--- config.mk ---
export PLATFORM = sky130hd
export DESIGN_NAME = dmem_arbiter_flat
export DESIGN_NICKNAME = d
export VERILOG_FILES = /design/src/rtl/dmem_arb_pkg.sv /design/src/rtl/dmem_arbiter_if.sv /design/src/rtl/arb_pick.sv /design/src/rtl/dmem_arbiter.sv /design/src/flat_wrapper.sv
export SDC_FILE = /design/constraint.sdc
export NUM_CORES = 1
export LEC_CHECK = 0
export CORE_AREA = 2 2 120 122
export CTS_BUF_LIST = sky130_fd_sc_hd__clkbuf_4 sky130_fd_sc_hd__clkbuf_8
export CTS_CLUSTER_SIZE = 25
export DETAILED_ROUTE_END_ITERATION = 10
export DIE_AREA = 0 0 122 124
export HOLD_SLACK_MARGIN = 0.03
export PLACE_DENSITY = 0.86
export SYNTH_ARGS = -nofsm -noshare
export SYNTH_HDL_FRONTEND = slang
export SYNTH_SLANG_ARGS = --single-unit
--- constraint.sdc ---
create_clock -name clk -period 1.4 [get_ports clk]
set_input_delay 0.14 -clock clk [delete_from_list [all_inputs] [get_ports clk]]
set_output_delay 0.14 -clock clk [all_outputs]
set_load 0.01 [all_outputs]
--- src/rtl/dmem_arb_pkg.sv ---
// rtl/dmem_arb_pkg.sv - shared types and default widths for the data-memory arbiter
// Purpose : FSM state and owner encodings plus default bus widths.
// Ports   : none (package).
// Config  : DMEM_ARB_RR_EN selects round-robin tie-break in arb_pick / dmem_arbiter.
package dmem_arb_pkg;

   localparam int AW = 32;
   localparam int DW = 32;
   localparam int MW = 3;

   typedef enum logic [1:0] {
      IDLE   = 2'd0,
      ACCESS = 2'd1,
      DONE   = 2'd2
   } arb_state_e;

   typedef enum logic {
      OWN_C = 1'b0,
      OWN_D = 1'b1
   } arb_owner_e;

endpackage

--- src/rtl/dmem_arbiter_if.sv ---
// rtl/dmem_arbiter_if.sv - request, response and memory-side bundle of the arbiter
// Purpose : groups port C, port D and the memory port into one interface.
// Ports   : c_*/d_* requester fields, c_ack/d_ack, c_rdata/d_rdata, core_stall,
//           m_en/m_we/m_addr/m_wdata/m_mode towards memory, m_rdata back.
// Modports: slave  - the arbiter side
//           master - requesters plus memory model side
// Config  : DMEM_ARB_RR_EN does not affect this file.
interface dmem_arbiter_if #(
   parameter int AW = dmem_arb_pkg::AW,
   parameter int DW = dmem_arb_pkg::DW,
   parameter int MW = dmem_arb_pkg::MW
);
   logic          c_req;
   logic          c_we;
   logic [AW-1:0] c_addr;
   logic [DW-1:0] c_wdata;
   logic [MW-1:0] c_mode;
   logic          c_ack;
   logic [DW-1:0] c_rdata;

   logic          d_req;
   logic          d_we;
   logic [AW-1:0] d_addr;
   logic [DW-1:0] d_wdata;
   logic [MW-1:0] d_mode;
   logic          d_ack;
   logic [DW-1:0] d_rdata;

   logic          core_stall;

   logic          m_en;
   logic          m_we;
   logic [AW-1:0] m_addr;
   logic [DW-1:0] m_wdata;
   logic [MW-1:0] m_mode;
   logic [DW-1:0] m_rdata;

   modport slave (
      input  c_req, c_we, c_addr, c_wdata, c_mode,
      input  d_req, d_we, d_addr, d_wdata, d_mode,
      input  m_rdata,
      output c_ack, c_rdata, d_ack, d_rdata, core_stall,
      output m_en, m_we, m_addr, m_wdata, m_mode
   );

   modport master (
      output c_req, c_we, c_addr, c_wdata, c_mode,
      output d_req, d_we, d_addr, d_wdata, d_mode,
      output m_rdata,
      input  c_ack, c_rdata, d_ack, d_rdata, core_stall,
      input  m_en, m_we, m_addr, m_wdata, m_mode
   );

endinterface

--- src/rtl/arb_pick.sv ---
// rtl/arb_pick.sv - combinational winner selection for the data-memory arbiter
// Purpose : picks which requester owns the next access; holds no state.
// Ports   : c_req, d_req - live requests
//           last_owner   - previous owner (only when DMEM_ARB_RR_EN is defined)
//           any_req      - at least one request is pending
//           winner       - selected owner, meaningful only when any_req = 1
// Config  : DMEM_ARB_RR_EN defined   -> round-robin on ties
//           DMEM_ARB_RR_EN undefined -> fixed priority, C beats D
module arb_pick
   import dmem_arb_pkg::*;
(
   input  logic       c_req,
   input  logic       d_req,
`ifdef DMEM_ARB_RR_EN
   input  arb_owner_e last_owner,
`endif
   output logic       any_req,
   output arb_owner_e winner
);

   always_comb begin
      any_req = c_req | d_req;
`ifdef DMEM_ARB_RR_EN
      // On a tie the port that did not own the previous access wins.
      if (c_req && (!d_req || (last_owner == OWN_D))) begin
         winner = OWN_C;
      end else begin
         winner = OWN_D;
      end
`else
      winner = c_req ? OWN_C : OWN_D;
`endif
   end

endmodule

--- src/rtl/dmem_arbiter.sv ---
// rtl/dmem_arbiter.sv - shares one data-memory port between the core (C) and a secondary master (D)
// Purpose : IDLE -> ACCESS -> DONE access sequence, one-cycle ack, per-port
//           read-data hold registers and the core stall signal.
// Ports   : clk  - clock
//           rst  - synchronous active-high reset
//           bus  - dmem_arbiter_if.slave (requests, acks, rdata, memory port)
// Config  : DMEM_ARB_RR_EN defined enables round-robin tie-break with last_owner;
//           undefined gives fixed priority to C.
module dmem_arbiter #(
   parameter int AW = dmem_arb_pkg::AW,
   parameter int DW = dmem_arb_pkg::DW,
   parameter int MW = dmem_arb_pkg::MW
) (
   input  logic           clk,
   input  logic           rst,
   dmem_arbiter_if.slave  bus
);
   import dmem_arb_pkg::*;

   arb_state_e    state_q, state_d;
   arb_owner_e    owner_q, owner_d;
   logic          we_q, we_d;
   logic          m_en_q, m_en_d;
   logic          c_ack_q, c_ack_d;
   logic          d_ack_q, d_ack_d;
   logic [DW-1:0] c_hold_q, c_hold_d;
   logic [DW-1:0] d_hold_q, d_hold_d;
`ifdef DMEM_ARB_RR_EN
   arb_owner_e    last_owner_q, last_owner_d;
`endif

   logic          pick_any;
   arb_owner_e    pick_owner;
   logic [AW-1:0] addr_sel;
   logic [DW-1:0] wdata_sel;
   logic [MW-1:0] mode_sel;
   logic          we_sel;

   arb_pick u_pick (
      .c_req      (bus.c_req),
      .d_req      (bus.d_req),
`ifdef DMEM_ARB_RR_EN
      .last_owner (last_owner_q),
`endif
      .any_req    (pick_any),
      .winner     (pick_owner)
   );

   always_comb begin
      state_d  = state_q;
      owner_d  = owner_q;
      we_d     = we_q;
      m_en_d   = 1'b0;
      c_ack_d  = 1'b0;
      d_ack_d  = 1'b0;
      c_hold_d = c_hold_q;
      d_hold_d = d_hold_q;
`ifdef DMEM_ARB_RR_EN
      last_owner_d = last_owner_q;
`endif
      case (state_q)
         IDLE: begin
            if (pick_any) begin
               state_d = ACCESS;
               owner_d = pick_owner;
               // Direction is latched so the hold-register update survives an
               // early request drop.
               we_d    = (pick_owner == OWN_C) ? bus.c_we : bus.d_we;
               m_en_d  = 1'b1;
`ifdef DMEM_ARB_RR_EN
               last_owner_d = pick_owner;
`endif
            end
         end
         ACCESS: begin
            state_d = DONE;
            if (owner_q == OWN_C) begin
               c_ack_d = 1'b1;
            end else begin
               d_ack_d = 1'b1;
            end
         end
         DONE: begin
            state_d = IDLE;
            if (!we_q) begin
               if (owner_q == OWN_C) begin
                  c_hold_d = bus.m_rdata;
               end else begin
                  d_hold_d = bus.m_rdata;
               end
            end
         end
         default: state_d = IDLE;
      endcase
   end

   always_ff @(posedge clk) begin
      if (rst) begin
         state_q  <= IDLE;
         owner_q  <= OWN_C;
         we_q     <= 1'b0;
         m_en_q   <= 1'b0;
         c_ack_q  <= 1'b0;
         d_ack_q  <= 1'b0;
         c_hold_q <= '0;
         d_hold_q <= '0;
`ifdef DMEM_ARB_RR_EN
         // D recorded as last owner so the core wins the first tie.
         last_owner_q <= OWN_D;
`endif
      end else begin
         state_q  <= state_d;
         owner_q  <= owner_d;
         we_q     <= we_d;
         m_en_q   <= m_en_d;
         c_ack_q  <= c_ack_d;
         d_ack_q  <= d_ack_d;
         c_hold_q <= c_hold_d;
         d_hold_q <= d_hold_d;
`ifdef DMEM_ARB_RR_EN
         last_owner_q <= last_owner_d;
`endif
      end
   end

   // Memory fields follow the owner's live inputs; only meaningful in ACCESS.
   always_comb begin
      if (owner_q == OWN_C) begin
         addr_sel  = bus.c_addr;
         wdata_sel = bus.c_wdata;
         mode_sel  = bus.c_mode;
         we_sel    = bus.c_we;
      end else begin
         addr_sel  = bus.d_addr;
         wdata_sel = bus.d_wdata;
         mode_sel  = bus.d_mode;
         we_sel    = bus.d_we;
      end
   end

   assign bus.m_en    = m_en_q;
   assign bus.m_we    = m_en_q & we_sel;
   assign bus.m_addr  = addr_sel;
   assign bus.m_wdata = wdata_sel;
   assign bus.m_mode  = mode_sel;

   assign bus.c_ack   = c_ack_q;
   assign bus.d_ack   = d_ack_q;

   // In DONE the owner sees the synchronous read data directly.
   assign bus.c_rdata = ((state_q == DONE) && (owner_q == OWN_C)) ? bus.m_rdata : c_hold_q;
   assign bus.d_rdata = ((state_q == DONE) && (owner_q == OWN_D)) ? bus.m_rdata : d_hold_q;

   assign bus.core_stall = bus.c_req & ~c_ack_q;

endmodule

--- src/flat_wrapper.sv ---
// flat-port wrapper written by rule: the top's interface ports become plain ports
module dmem_arbiter_flat import dmem_arb_pkg::*;
#(
   parameter int AW = dmem_arb_pkg::AW,
   parameter int DW = dmem_arb_pkg::DW,
   parameter int MW = dmem_arb_pkg::MW
)
  (clk, rst, bus_c_req, bus_c_we, bus_c_addr, bus_c_wdata, bus_c_mode, bus_d_req, bus_d_we, bus_d_addr, bus_d_wdata, bus_d_mode, bus_m_rdata, bus_c_ack, bus_c_rdata, bus_d_ack, bus_d_rdata, bus_core_stall, bus_m_en, bus_m_we, bus_m_addr, bus_m_wdata, bus_m_mode);
  dmem_arbiter_if #(.AW(AW), .DW(DW), .MW(MW)) bus_i ();
  input  logic clk;
  input  logic rst;
  input wire logic [$bits(bus_i.c_req)-1:0] bus_c_req;
  input wire logic [$bits(bus_i.c_we)-1:0] bus_c_we;
  input wire logic [$bits(bus_i.c_addr)-1:0] bus_c_addr;
  input wire logic [$bits(bus_i.c_wdata)-1:0] bus_c_wdata;
  input wire logic [$bits(bus_i.c_mode)-1:0] bus_c_mode;
  input wire logic [$bits(bus_i.d_req)-1:0] bus_d_req;
  input wire logic [$bits(bus_i.d_we)-1:0] bus_d_we;
  input wire logic [$bits(bus_i.d_addr)-1:0] bus_d_addr;
  input wire logic [$bits(bus_i.d_wdata)-1:0] bus_d_wdata;
  input wire logic [$bits(bus_i.d_mode)-1:0] bus_d_mode;
  input wire logic [$bits(bus_i.m_rdata)-1:0] bus_m_rdata;
  output wire logic [$bits(bus_i.c_ack)-1:0] bus_c_ack;
  output wire logic [$bits(bus_i.c_rdata)-1:0] bus_c_rdata;
  output wire logic [$bits(bus_i.d_ack)-1:0] bus_d_ack;
  output wire logic [$bits(bus_i.d_rdata)-1:0] bus_d_rdata;
  output wire logic [$bits(bus_i.core_stall)-1:0] bus_core_stall;
  output wire logic [$bits(bus_i.m_en)-1:0] bus_m_en;
  output wire logic [$bits(bus_i.m_we)-1:0] bus_m_we;
  output wire logic [$bits(bus_i.m_addr)-1:0] bus_m_addr;
  output wire logic [$bits(bus_i.m_wdata)-1:0] bus_m_wdata;
  output wire logic [$bits(bus_i.m_mode)-1:0] bus_m_mode;
  assign bus_i.c_req = bus_c_req;
  assign bus_i.c_we = bus_c_we;
  assign bus_i.c_addr = bus_c_addr;
  assign bus_i.c_wdata = bus_c_wdata;
  assign bus_i.c_mode = bus_c_mode;
  assign bus_i.d_req = bus_d_req;
  assign bus_i.d_we = bus_d_we;
  assign bus_i.d_addr = bus_d_addr;
  assign bus_i.d_wdata = bus_d_wdata;
  assign bus_i.d_mode = bus_d_mode;
  assign bus_i.m_rdata = bus_m_rdata;
  assign bus_c_ack = bus_i.c_ack;
  assign bus_c_rdata = bus_i.c_rdata;
  assign bus_d_ack = bus_i.d_ack;
  assign bus_d_rdata = bus_i.d_rdata;
  assign bus_core_stall = bus_i.core_stall;
  assign bus_m_en = bus_i.m_en;
  assign bus_m_we = bus_i.m_we;
  assign bus_m_addr = bus_i.m_addr;
  assign bus_m_wdata = bus_i.m_wdata;
  assign bus_m_mode = bus_i.m_mode;
  dmem_arbiter #(.AW(AW), .DW(DW), .MW(MW)) u_core (.clk(clk), .rst(rst), .bus(bus_i));
endmodule
After elaboration in Yosys (flattened, before gate mapping)
Index checks and enable logic that the tools add are counted.
Widths: inputs -> output; s select.
{"block": "totals", "inputBits": 172, "wordCells": 40, "out_inout_bits": 136, "reg_bits": 71}
{"block": "classes", "bitwise": 8, "muxes": 13, "eq_ne": 3, "reduce_logical": 8}
{"operator": "$mux 32", "count": 4}
{"operator": "$mux 1", "count": 6}
{"operator": "$reduce_and 3->1", "count": 2}
{"operator": "$not 1->1", "count": 5}
{"operator": "$pmux 2 s2", "count": 1}
{"operator": "$reduce_or 2->1", "count": 2}
{"operator": "$mux 3", "count": 1}
{"operator": "$and 1x1->1", "count": 2}
{"operator": "$eq 2x1->1 const B", "count": 1}
{"operator": "$eq 2x2->1 const B", "count": 1}
{"operator": "$logic_and 1x1->1", "count": 2}
{"operator": "$logic_not 2->1", "count": 1}
{"operator": "$mux 2", "count": 1}
{"operator": "$ne 2x1->1 const B", "count": 1}
{"operator": "$reduce_and 2->1", "count": 1}
{"operator": "$or 1x1->1", "count": 1}

Longest topological paths before layout
{"block": "depth", "word_depth": 3, "ltp_mapped": 5, "ltp_nobuf": 3}

Hierarchy
From an unflattened synthesis, not the netlist that was laid out.
{"block": "unflattened", "cells_unflattened": 455, "hier_area_um2": 4135.2}
{"mod": "dmem_arbiter", "area_per_inst_um2": 4125.2, "cells_per_inst": 453, "seq_area_each_um2": 1421.4, "n_inst": 1}
{"mod": "arb_pick", "area_per_inst_um2": 10.0, "cells_per_inst": 2, "seq_area_each_um2": 0.0, "n_inst": 1}

Worst setup path before layout
Ideal clock, no wire load.
{"block": "synth_path", "path_kind": "register to output", "startpoint": "register u_core.owner_q", "endpoint": "output bus_c_rdata[24]", "slack_ns": -0.098, "arrival_time_ns": 1.358, "required_time_ns": 1.260, "path_buffers": 2, "path_stages_with_launch": 5, "path_cell_list": "dfxtp_1 buf_4 nor3b_4 buf_6 mux2_1"}
{"block": "synth_via", "elab_chain_len": 3}
{"element": "start: declaration", "line_no": "dmem_arbiter.sv:21", "text": "arb_owner_e owner_q, owner_d;"}
{"element": "start signal: assignment", "line_no": "dmem_arbiter.sv:113", "text": "owner_q <= owner_d;"}
{"element": "$not 1->1 (no source line)"}
{"element": "$logic_and 1x1->1", "line_no": "dmem_arbiter.sv:151", "text": "assign bus.c_rdata = ((state_q == DONE) && (owner_q == OWN_C)) ? bus.m_rdata : c_hold_q;"}
{"element": "$mux 32", "line_no": "dmem_arbiter.sv:151"}
{"element": "end: declaration", "line_no": "flat_wrapper.sv:24", "text": "output wire logic [$bits(bus_i.c_rdata)-1:0] bus_c_rdata;"}
No other way between the ends.

Worst setup path after layout
{"block": "layout_path", "startpoint": "register u_core.owner_q", "endpoint": "output bus_c_rdata[11]"}
Same word-level chain as after synthesis.

==> run summary <==
Cell Pwr Density -> 744 nW/um^2
Mean post-synth cell area -> 9.08 um^2
HPWL after detailed placement -> 13.9 mm
Vias per cell -> 4.78
TritonCTS sink count -> 71
Final count of pins violating max slew -> 0
Worst path depth -> 5
Nets@finish -> 1002
DR top layer -> met4
TritonCTS clock tree -> yes
Core area -> 13700 um^2
Crit Path Category -> reg2out
Post-route setup TNS -> -57100 ps
CP peak stage delay -> 380 ps
Number of global-route vias before repair -> 4771
Share of layout cells above drive strength 1 -> 47.7%
Max Clock Skew -> 5.99 ps
Via count -> 4854
Clk buf depth -> 2
Slowest-stage cell, CP -> dfxtp_4
Min-Delay Endpoint -> u_core.state_q[1]$_SDFFE_PP0P_
Most Frequent Cell on Critical Path -> buf_6
Delay-heaviest family, CP -> buffers and inverters
Clk_lat worst skew -> 330 ps
Final min period -> 1860 ps
Net Count, Synth -> 625
Yosys cell types -> 23
Final ANT Viol Nets -> 0
H-tree levels -> 3
Critical Path End Type -> output port
Period utilization -> 133%
Pin count of the biggest net entering global routing -> 40
Fillers -> 991
Peak VDD IR -> 0.476 mV
GR Util All Layers -> 24.2%
Netlist Area Pre-Place -> 4110 um^2
Place WS -> -436 ps
Worst-Margin Slew -> 469 ps
Static leakage -> 3.99 nW
P&R area growth vs syn -> 126%
DRT Wirelength -> 20.0 mm
HP Start -> rst
Die span in x -> 122 um
ANT cells -> 0
Final setup viols -> 167
CP Buf/Inv Count -> 3
Max FO, Critical Path -> 8
Relative slew slack -> 68.8%
Global route overflow -> 0
Reg-to-Reg Start -> u_core.owner_q$_SDFFE_PP0P_
Antenna violations before repair -> 0
I/O Pins -> 308
DP Cell Count -> 957
IO Port Bufs -> 307
#FFs+latches synth -> 71
CTS Buf Count -> 9
Met1 WL -> 7.88 mm
Initial core utilization -> 30.0%
Worst setup margin -> -464 ps
Die area -> 15100 um^2
Failing checks -> setup timing
Root buf cell -> clkbuf_8
R2r endpoint -> u_core.c_hold_q[22]$_SDFFE_PP0P_
Cells after Synth -> 453
Reg clk slew, reported paths -> 80 ps
Max_cap viols -> 0
RSZ-0062 raised after global routing -> true
First-pass GRT wire length -> 27.4 mm
Iteration-0 DRC count of the detailed router -> 301
Worst Setup Start Kind -> register
Die Height -> 124 um
Hold Crit Class -> in2reg
Hold Fails Final Rpt -> 0
Residual DRC count -> 0
Fin area -> 9290 um^2
DR WL met2 -> 10.3 mm
Fmax -> 536 MHz
DR pass1 iterations -> 4
Post-DR wirelength/cell -> 19.7 um
Hold Crit Depth -> 3
Metal3 WL -> 1.37 mm
Dpl cell area -> 7790 um^2
Status -> finished, violations left
FP Rows -> 43
CP required -> 1260 ps
Ys Warns -> 0
R2r setup slk -> -210 ps
GPL Wtd Cong -> 0.883
Worst-path cell chain -> nor3b_4 > buf_6 > buf_12 > mux2_4 > buf_6
Non-Filler Instances -> 1015
R2R cell count -> 5
Arrival time worst endpoint -> 1720 ps
Post-synthesis sequential area ratio -> 34.6%
## sequential cells by signal (all words and copies together) (netlist names)
name              cells
u_core.c_hold_q      32
u_core.d_hold_q      32
u_core.bus.d_ack      1
u_core.state_q        2
u_core.we_q           1
u_core.owner_q        1
u_core.bus.c_ack      1
u_core.bus.m_en       1
## synth_stat cells
| master | n | area share [%] |
|---|---|---|
| mux2_2 | 129 | 35 |
| nand2_1 | 129 | 12 |
| dfxtp_1 | 71 | 35 |
| a21oi_1 | 66 | 8.0 |
| buf_2 | 15 | 1.8 |
| clkbuf_1 | 9 | 0.82 |
| buf_4 | 7 | 1.3 |
| buf_6 | 6 | 1.6 |
| nor2_1 | 3 | 0.27 |
| nor2b_1 | 3 | 0.46 |
| mux2_1 | 2 | 0.55 |
| mux2i_1 | 2 | 0.49 |
| a211oi_1 | 1 | 0.18 |
| a311oi_1 | 1 | 0.21 |
| and2_1 | 1 | 0.15 |
| nand3b_2 | 1 | 0.27 |
| nand4bb_1 | 1 | 0.27 |
| nor3b_1 | 1 | 0.18 |
| nor3b_4 | 1 | 0.46 |
| nor4b_4 | 1 | 0.58 |
| nor4bb_1 | 1 | 0.24 |
| or2_2 | 1 | 0.15 |
| or4b_1 | 1 | 0.24 |
## area by class of cell
| type | instances | area (um^2) | area share (%) |
|---|---|---|---|
| Timing Repair Buffer | 403 | 4460 | 48.0 |
| Multi-Input combinational cell | 345 | 2940 | 31.6 |
| Sequential cell | 71 | 1430 | 15.4 |
| Tap cell | 180 | 225 | 2.42 |
| Clock buffer | 11 | 139 | 1.49 |
| Clock inverter | 5 | 105 | 1.13 |
## cells in the final DEF, fill, tap and decap left out, drive strengths merged, types with 2 or more instances in the layout
cell,n
dfxtp,71
bufinv,3
nor2,3
clkbuf,15
clkdlybuf4s50,170
buf,225
nand2,129
dlygate4sd2,4
nor3b,2
mux2i,2
mux2,131
a21oi,66
nor2b,3
## through the flow
step	hold WS, ps	power, W	util (%)
2_1_floorplan	229	0.00292	-
3_3_place_gp	439	0.00423	56.8
3_5_place_dp	443	0.00425	56.8
4_1_cts	143	0.00662	63.4
5_1_grt	146	0.00715	67.7
6_report	134	0.00691	67.7
## repair_timing
item / in CTS / in global routing
setup buffers: 15 / 20
resized for setup: 718 / 119
setup endpoints to repair: 167 / 196
gates cloned: 8 / 5
pin swaps: 3 / 3
hold buffers: 0 / 0
## where the power goes
| part | internal, W | switching (W) | leakage, nW |
|---|---|---|---|
| Clock | 0.00123 | 0.000819 | 0.125 |
| Combinational | 0.00178 | 0.000976 | 3.29 |
| Sequential | 0.00207 | 0.0000371 | 0.576 |
| Total | 0.00508 | 0.00183 | 3.99 |
## per-layer routing
metal / vias up / global-route usage [%]
met4: 0 / 6.39
met5: - / 0
met1: 2304 / 28.0
met3: 23 / 7.05
met2: 214 / 43.6
li1: 2313 / -
## kinds of logic (layout without fill, tap and decap cells)
group,after synthesis,count (layout),share of synthesized area [%]
AOI/OAI and AO/OA,68,68,8.43
buffers and inverters,37,419,5.57
DFF,71,71,34.6
muxes,133,133,36.4
and+or+nand+nor,144,144,15.1
## tightest hold or removal path: cells and delay by family
family	cells	cell delay, ps
buffers and inverters	2	240
and+or+nand+nor	1	50
## worst max-delay path by stage
| stage | from | endpoint | slack (ps) |
|---|---|---|---|
| after floorplan | u_core.owner_q$_SDFFE_PP0P_ | bus_c_rdata[0] | -20 |
| after global placement | u_core.owner_q$_SDFFE_PP0P_ | bus_c_rdata[31] | -420 |
| after detailed placement | u_core.owner_q$_SDFFE_PP0P_ | bus_c_rdata[25] | -440 |
| after CTS | u_core.owner_q$_SDFFE_PP0P_ | bus_c_rdata[26] | -450 |
| after global routing | u_core.owner_q$_SDFFE_PP0P_ | bus_c_rdata[11] | -530 |
| final | u_core.owner_q$_SDFFE_PP0P_ | bus_c_rdata[11] | -460 |
No activity file was read; power rests on OpenSTA's default activity.
